**config.mk**
```make
export PLATFORM = sky130hd
export DESIGN_NAME = data_memory_port
export DESIGN_NICKNAME = d
export VERILOG_FILES = /design/src/rtl/data_memory_port.sv
export SDC_FILE = /design/constraint.sdc
export NUM_CORES = 1
export LEC_CHECK = 0
export BUFFER_PORTS_ARGS = -buffer_cell sky130_fd_sc_hd__buf_4
export CAP_MARGIN = 20
export CORE_UTILIZATION = 47
export CTS_CLUSTER_SIZE = 8
export DETAILED_ROUTE_END_ITERATION = 16
export PLACE_DENSITY = 0.79
export REMOVE_ABC_BUFFERS = 1
export SYNTH_ARGS = -nofsm -noshare
export SYNTH_HDL_FRONTEND = slang
export SYNTH_SLANG_ARGS = --single-unit
```
**constraint.sdc**
```tcl
create_clock -name clk -period 8.31 [get_ports clk]
set_input_delay 1.662 -clock clk [delete_from_list [all_inputs] [get_ports clk]]
set_output_delay 1.662 -clock clk [all_outputs]
set_load 0.01 [all_outputs]
```
**src/rtl/data_memory_port.sv**
```systemverilog
`default_nettype none
// ============================================================================
// Module   : data_memory_port
// Brief    : Big-endian byte/half/word load-store port onto a 32-bit word
//            memory; misaligned accesses split across two consecutive words.
// Revision : 1.0
// ============================================================================
module data_memory_port #(
    parameter int MEMORY_DEPTH = 32768
) (
    input  logic                            clk,
    input  logic                            rst_n,
    input  logic                            req_valid,
    output logic                            req_ready,
    input  logic                            req_store,
    input  logic [1:0]                      req_size,
    input  logic                            req_sign_ext,
    input  logic [31:0]                     req_address,
    input  logic [31:0]                     req_write_data,
    output logic                            resp_valid,
    output logic [31:0]                     resp_data,
    output logic [$clog2(MEMORY_DEPTH)-1:0] mem_address,
    output logic [3:0]                      mem_wen,
    output logic [31:0]                     mem_write_data,
    input  logic [31:0]                     mem_read_data
);

    localparam int AW = $clog2(MEMORY_DEPTH);

    typedef enum logic [1:0] {
        IDLE   = 2'd0,
        SECOND = 2'd1,
        FINISH = 2'd2
    } state_t;

    state_t r_state, w_next;

    logic          r_store, r_sign, r_split;
    logic [2:0]    r_bytes;
    logic [1:0]    r_offset;
    logic [AW-1:0] r_index;
    logic [3:0]    r_wen_lo;
    logic [31:0]   r_wdata_lo, r_first_word;

    logic [2:0]    w_req_bytes;
    logic [1:0]    w_req_offset;
    logic          w_req_split;
    logic [AW-1:0] w_req_index, w_index_next;
    logic [7:0]    w_req_mask;
    logic [31:0]   w_req_lj;
    logic [63:0]   w_req_win;
    logic [31:0]   w_hi_word, w_raw;
    logic [63:0]   w_load_cat;
    logic [31:0]   w_load_result;
    logic          w_unused_addr_bits;

    assign w_unused_addr_bits = &{1'b0, req_address[31:AW+2]};

    assign w_req_bytes  = (req_size == 2'b00) ? 3'd1 : (req_size == 2'b01) ? 3'd2 : 3'd4;
    assign w_req_offset = req_address[1:0];
    assign w_req_split  = ({1'b0, w_req_offset} + w_req_bytes) > 3'd4;
    assign w_req_index  = req_address[AW+1:2];

    // Both words of a potentially split access are built as one 64-bit
    // big-endian window: upper half is the first word, lower half the second.
    assign w_req_mask = ((w_req_bytes == 3'd1) ? 8'b1000_0000 :
                         (w_req_bytes == 3'd2) ? 8'b1100_0000 : 8'b1111_0000) >> w_req_offset;
    assign w_req_lj   = req_write_data << {3'd4 - w_req_bytes, 3'b000};
    assign w_req_win  = {w_req_lj, 32'h0} >> {w_req_offset, 3'b000};

    assign w_index_next = (r_index == AW'(MEMORY_DEPTH - 1)) ? '0 : r_index + AW'(1);

    assign w_hi_word  = r_split ? r_first_word : mem_read_data;
    assign w_load_cat = {w_hi_word, mem_read_data} << {r_offset, 3'b000};
    assign w_raw      = w_load_cat[63:32] >> {3'd4 - r_bytes, 3'b000};

    always_comb begin
        w_load_result = w_raw;
        if (r_store) begin
            w_load_result = 32'h0;
        end else if (r_sign && r_bytes == 3'd1) begin
            w_load_result = {{24{w_raw[7]}}, w_raw[7:0]};
        end else if (r_sign && r_bytes == 3'd2) begin
            w_load_result = {{16{w_raw[15]}}, w_raw[15:0]};
        end
    end

    always_ff @(posedge clk or negedge rst_n) begin
        if (!rst_n) begin
            r_state <= IDLE;
        end else begin
            r_state <= w_next;
        end
    end

    always_comb begin
        w_next         = r_state;
        req_ready      = 1'b0;
        mem_address    = r_index;
        mem_wen        = 4'b0000;
        mem_write_data = 32'h0;
        case (r_state)
            IDLE: begin
                req_ready      = 1'b1;
                mem_address    = w_req_index;
                mem_write_data = w_req_win[63:32];
                if (req_valid) begin
                    if (req_store) begin
                        mem_wen = w_req_mask[7:4];
                    end
                    w_next = w_req_split ? SECOND : FINISH;
                end
            end
            SECOND: begin
                mem_address    = w_index_next;
                mem_write_data = r_wdata_lo;
                if (r_store) begin
                    mem_wen = r_wen_lo;
                end
                w_next = FINISH;
            end
            FINISH: begin
                mem_address = r_split ? w_index_next : r_index;
                w_next      = IDLE;
            end
            default: begin
                w_next = IDLE;
            end
        endcase
        // Reset must silence the port even though the state is already IDLE.
        if (!rst_n) begin
            req_ready = 1'b0;
            mem_wen   = 4'b0000;
        end
    end

    always_ff @(posedge clk or negedge rst_n) begin
        if (!rst_n) begin
            r_store      <= 1'b0;
            r_sign       <= 1'b0;
            r_split      <= 1'b0;
            r_bytes      <= 3'd4;
            r_offset     <= 2'b00;
            r_index      <= '0;
            r_wen_lo     <= 4'b0000;
            r_wdata_lo   <= 32'h0;
            r_first_word <= 32'h0;
            resp_valid   <= 1'b0;
            resp_data    <= 32'h0;
        end else begin
            resp_valid <= (r_state == FINISH);
            if (r_state == IDLE && req_valid) begin
                r_store    <= req_store;
                r_sign     <= req_sign_ext;
                r_split    <= w_req_split;
                r_bytes    <= w_req_bytes;
                r_offset   <= w_req_offset;
                r_index    <= w_req_index;
                r_wen_lo   <= w_req_mask[3:0];
                r_wdata_lo <= w_req_win[31:0];
            end
            if (r_state == SECOND) begin
                r_first_word <= mem_read_data;
            end
            if (r_state == FINISH) begin
                resp_data <= w_load_result;
            end
        end
    end

endmodule
`default_nettype wire
```
Word level (Yosys, flattened, before mapping):

Cells that the tools add are included.

* register bits after elaboration: 126
* input port bits: 103
* output and inout port bits: 85
* logic and storage cells: 58

* $add $sub $neg: 4
* $lt $le $gt $ge: 1
* equal/unequal tests: 9
* shifts and indexed selects: 5
* multiplexer cells: 22
* reduce and logical (&&, ||, !) cells: 5

Operators by type and width (count)
* two-way mux 32 bit: 4
* one-hot mux 32 bit (2 select lines): 1
* << shifter 64 x 5 -> 64 bit: 1
* right shift 64 x 5 -> 64 bit: 1
* one-hot mux 15 bit (3 select lines): 1
* << shifter 32 x 6 -> 32 bit: 1
* right shift 32 x 6 -> 32 bit: 1
* two-way mux 15 bit: 2
* two-way mux 4 bit: 4
* adder 15 x 1 -> 15 bit (second input constant): 1
* == test 15 bit (second input constant): 1
* one-hot mux 4 bit (2 select lines): 1
* right shift 8 x 2 -> 8 bit: 1
* two-way mux 7 bit: 1
* == test 3 x 1 -> 1 bit (second input constant): 2
* == test 3 x 2 -> 1 bit (second input constant): 2
* two-way mux 3 bit: 2
* two-way mux 6 bit: 1
* subtractor 3 bit (first input constant): 2
* == test 2 x 1 -> 1 bit (second input constant): 2
* zero test 2 bit: 2
* two-way mux 2 bit: 2
* one-hot mux 2 bit (2 select lines): 1
* adder 2 x 3 -> 3 bit: 1
* 5 further kinds: 8

Longest topological paths before layout:

* depth after elaboration: 11
* mapped depth: 11

Worst setup path after synthesis:

Ideal clock, no wire load.

* path kind: input-to-output
* start point: input port req_address[0]
* end point: output port mem_wen[0]
* arrival time: 3.177 ns
* required time: 6.648 ns
* path slack: 3.471 ns
* stages on the path: 5
* cell sequence: clkbuf_1 > inv_1 > clkbuf_1 > ha_1 > a2111oi_0

* word-level cells in the longest chain between the ends: 5

RTL lines
* start, declared: RTL line 18 `input logic [31:0] req_address,`
* right shift 8 x 2 -> 8 bit: RTL line 66 `assign w_req_mask = ((w_req_bytes == 3'd1) ? 8'b1000_0000 :`
* two-way mux 4 bit: RTL line 108 `if (req_store) begin`
* two-way mux 4 bit: RTL line 107 `if (req_valid) begin`
* one-hot mux 4 bit (2 select lines): RTL line 102 `case (r_state)`
* two-way mux 4 bit: RTL line 131 `if (!rst_n) begin`
* end, declared: RTL line 23 `output logic [3:0] mem_wen,`

Every way passes these cells.

Worst setup path in the final report:

* start point: input port req_size[1]
* end point: output port mem_write_data[7]

* word-level cells in the longest chain between the ends: 7
* elaborated cells between the ends (all ways): 8
* classes of those cells: add/sub (1); eq/ne (1); shift (2); mux (3); reduce/logical (1)

RTL lines
* start, declared: RTL line 16 `input logic [1:0] req_size,`
* == test 2 x 1 -> 1 bit: RTL line 59 `assign w_req_bytes = (req_size == 2'b00) ? 3'd1 : (req_size == 2'b01) ? 3'd2 : 3'd4;`
* two-way mux 3 bit: RTL line 59
* two-way mux 3 bit (*): RTL line 59
* subtractor 3 bit (*): RTL line 68 `assign w_req_lj = req_write_data << {3'd4 - w_req_bytes, 3'b000};`
* << shifter 32 x 6 -> 32 bit (*): RTL line 68
* right shift 64 x 5 -> 64 bit (*): RTL line 69 `assign w_req_win = {w_req_lj, 32'h0} >> {w_req_offset, 3'b000};`
* one-hot mux 32 bit (2 select lines) (*): RTL line 102
* end, declared: RTL line 24 `output logic [31:0] mem_write_data,`

Mark *: on every way between the ends. The rest lies on a longest branch, timed or not.

==> results.md <==
* Worst endpoint data arrival time at 3670 ps
* Synth async-reset ratio at between 90% and 100%
* Hold buffer count at cts at 0
* Leading register cell type out of synthesis: dfrtp_1
* Clk_skew at approximately 5.8 ps
* GR Overflow Total at 0
* PortBufs at ~170
* Adder-cell share of the synthesized area at ~1.1%
* Via-to-Cell Ratio at ~6.2
* Final worst path period share at around 64%
* Synthesis Warnings at 0
* Launching point of the worst reg2reg path: r_bytes[0]
* Row count at 49
* Synth Area in XOR/XNOR at 0.5973%
* Largest family of logic cells by synthesized area: compound AO/OA/AOI/OAI gates
* Crit path kind: in2out
* Area fraction in compound gates after synthesis at a little under a quarter
* Startpoint Class: input pin
* Final non-filler cell total at 1335
* Setup crit start: req_size[1]
* Total CTS buffers at 17
* Vias in the first global route at 7897
* FF-to-FF End: resp_data[22]
* Register area share after synthesis at 34.11%
* Synth cell types at 73
* CP Cell Sequence: buf_4, nor2b_1, a22o_1, nor2_1, a21oi_1, a21oi_1, nor2_1, buf_4
* Pre-antenna DRT Iters at 9
* Fin util at between 50% and 60%
* I/O Pins at 188
* Final min period at 5337 ps
* Setup TNS at 0 ps
* Die height at 137.2 um
* Slew HR at 27.72%
* Nets at 1204
* Clock Sinks at 117
* Multiplexer area fraction after synthesis at between 10% and 20%
* Status: complete, no violations
* P&R area growth vs syn at 21.82%
* P_leak at 0.004689 uW
* CTS Root Cell: clkbuf_16
* Avg Synthesized Cell Area at 8.817 um^2
* Unrepaired setup endpoints after global routing: false
* CP endpoint: mem_write_data[7]
* Fraction of layout cells with a size suffix above 1 at a little under a third
* Iteration-0 DRC Markers at 733
* Worst slew pin tran at 1075 ps
* FF-to-FF setup slack at 4310 ps
* Antenna violations before repair at 0
* Synthesized area at 8588 um^2
* FF+latch count, synth at 117
* Min-Delay Path Class: reg2reg
* Final Slew Violations at 0
* Post-route DRC at 0
* CP max stage cell: nor2b_1
* Width of the die at 137.2 um
* PostCTS Resize Cnt at 0
* Postcts setup bufs at 0
* ANT cells at 0
* GR Util All Layers at 27.50%
* Clock transition at the registers of the reported paths at 50 ps
* Worst Path Required at ~6700 ps
* Area of the die at about 19000 um^2
* Max_cap viols at 0
* Global-route wire length before repair at 40.10 mm
* Final setup viols at 0
* Most frequent cells in the layout: 223 x nand2_1, 177 x buf_4, 114 x dfrtp_1, 82 x nor2_1, 58 x a21oi_1
* Post-Synth Simple-Gate Area at 19.29%
* Most common cell after layout, fill and taps aside: nand2_1
* Critical path's largest stage delay at about 870 ps
* CTS tree: built
* CTS max path bufs at 2
* Worst Setup End Kind: output port
* EDFF count, synth at 0
* Initial core utilization at 47.81%
* Core area at between 15000 and 20000 um^2
* Syn Inst Count at 974
* Antenna-violating nets left at 0
* Largest net degree at the start of global routing at 70
* Vias at a little over 8000
* GP Congestion at 0.8469
* DP Wirelength at 16.83 mm
* Final WL at 25.15 mm
* Crit Path Max Fanout at 49
* Placed insts at 1304
* Final Hold Vio Count at 0
* Clk Latency, worst-skew pair at 420 ps
* Maximum VDD drop at 0.1817 mV
* Max H-tree Level at 4
* Power Density at 291.8 nW/um^2
* R2R cell count at 6
* Achievable Freq at 0.1874 GHz
* DR WL/cell at about 19 um
[layout make-up]
type	instances	area (um^2)
inverter	13	53.80
clock buffer	21	450.4
fill	1589	7501
sequential	117	2932
multi-input combinational	767	5230
tap	229	286.5
timing repair buffer	178	1356
clock inverter	10	153.9
[cells in the mapped netlist, types with 3 or more instances]
master / n / share of area [%]
a211oi_1: 19 / 1.7
a21o_1: 10 / 0.87
and3_1: 14 / 1.0
nor2b_1: 22 / 1.6
buf_1: 3 / 0.13
a311oi_1: 3 / 0.31
o221ai_1: 8 / 0.82
o221a_2: 7 / 0.92
nor2_1: 83 / 3.6
buf_4: 3 / 0.26
a31oi_1: 16 / 1.2
o21a_1: 8 / 0.70
mux2_2: 43 / 5.6
o22ai_1: 18 / 1.3
a32oi_1: 8 / 0.82
dfrtp_1: 116 / 34
mux2i_4: 7 / 1.8
clkbuf_1: 47 / 2.1
buf_6: 4 / 0.52
o21ai_1: 4 / 0.23
buf_2: 18 / 1.0
mux2i_1: 15 / 1.7
o211ai_1: 7 / 0.61
mux4_2: 26 / 6.8
o311ai_0: 9 / 0.92
a21oi_1: 58 / 3.4
o21ai_0: 43 / 2.5
a22oi_1: 3 / 0.26
nand3_1: 14 / 0.82
inv_1: 10 / 0.44
o21ai_2: 4 / 0.41
ha_1: 6 / 0.87
nor3_1: 6 / 0.35
nand2_1: 224 / 9.8
or3_1: 3 / 0.22
a22o_1: 24 / 2.4
a22oi_2: 16 / 2.3
[worst min-delay path by stage]
| stage | endpoint | start | cells after the start | slack [ps] |
|---|---|---|---|---|
| detailed placement | r_first_word[29] | r_first_word[29] | 2 | 460 |
| global route | r_wdata_lo[26] | r_wdata_lo[26] | 2 | 490 |
| finish | r_first_word[25] | r_first_word[25] | 2 | 470 |
| CTS | r_first_word[29] | r_first_word[29] | 2 | 480 |
| floorplan | r_first_word[24] | r_first_word[24] | 2 | 440 |
| global placement | r_first_word[30] | r_first_word[30] | 2 | 460 |
[critical path, delay by kind of cell]
family | cells | cell delay (ps)
AO/OA/AOI/OAI | 3 | 560
buffers and inverters | 2 | 390
AND/OR/NAND/NOR | 3 | 1040
[state kept, by name (all words and copies together), names as in the netlist]
signal / cells
r_wdata_lo: 24
r_bytes: 3
r_offset: 2
r_state: 2
r_wen_lo: 3
r_split: 1
r_index: 15
r_first_word: 32
r_store: 1
resp_valid: 1
r_sign: 1
resp_data: 32
[stage by stage]
step	cell area, um^2	setup slack (ps)	total power (uW)	hold WS, ps
floorplan	8203	3429	1819	441.0
global placement	9831	3002	2217	456.2
detailed placement	9858	3035	2269	461.9
CTS	10460	3024	3051	475.6
global route	10460	2782	3230	494.7
finish	10460	2973	3053	473.8
[per-layer routing]
| layer | share of wire, % | vias up | global-route usage, % |
|---|---|---|---|
| met3 | 7.8 | 59 | 6.733 |
| met2 | 46 | 377 | 43.04 |
| met1 | 43 | 3978 | 36.12 |
| met4 | 3.0 | 0 | 12.03 |
| met5 | 0 | - | 0 |
| li1 | - | 3805 | - |
[where the power goes]
part           total (uW)  switching [uW]  internal (uW)  leakage, uW
Clock                 770             264            506     0.000301
Sequential            955             203            751      0.00150
Combinational        1330             713            616      0.00289
[cells by family after synthesis]
family,after synthesis
AOI/OAI and AO/OA,281
buffers and inverters,90
and+or+nand+nor,382
xor gates and xnor gates,5
muxes,92
DFF,117
adders and majority gates,7
Power figures use the tool's default switching activity.
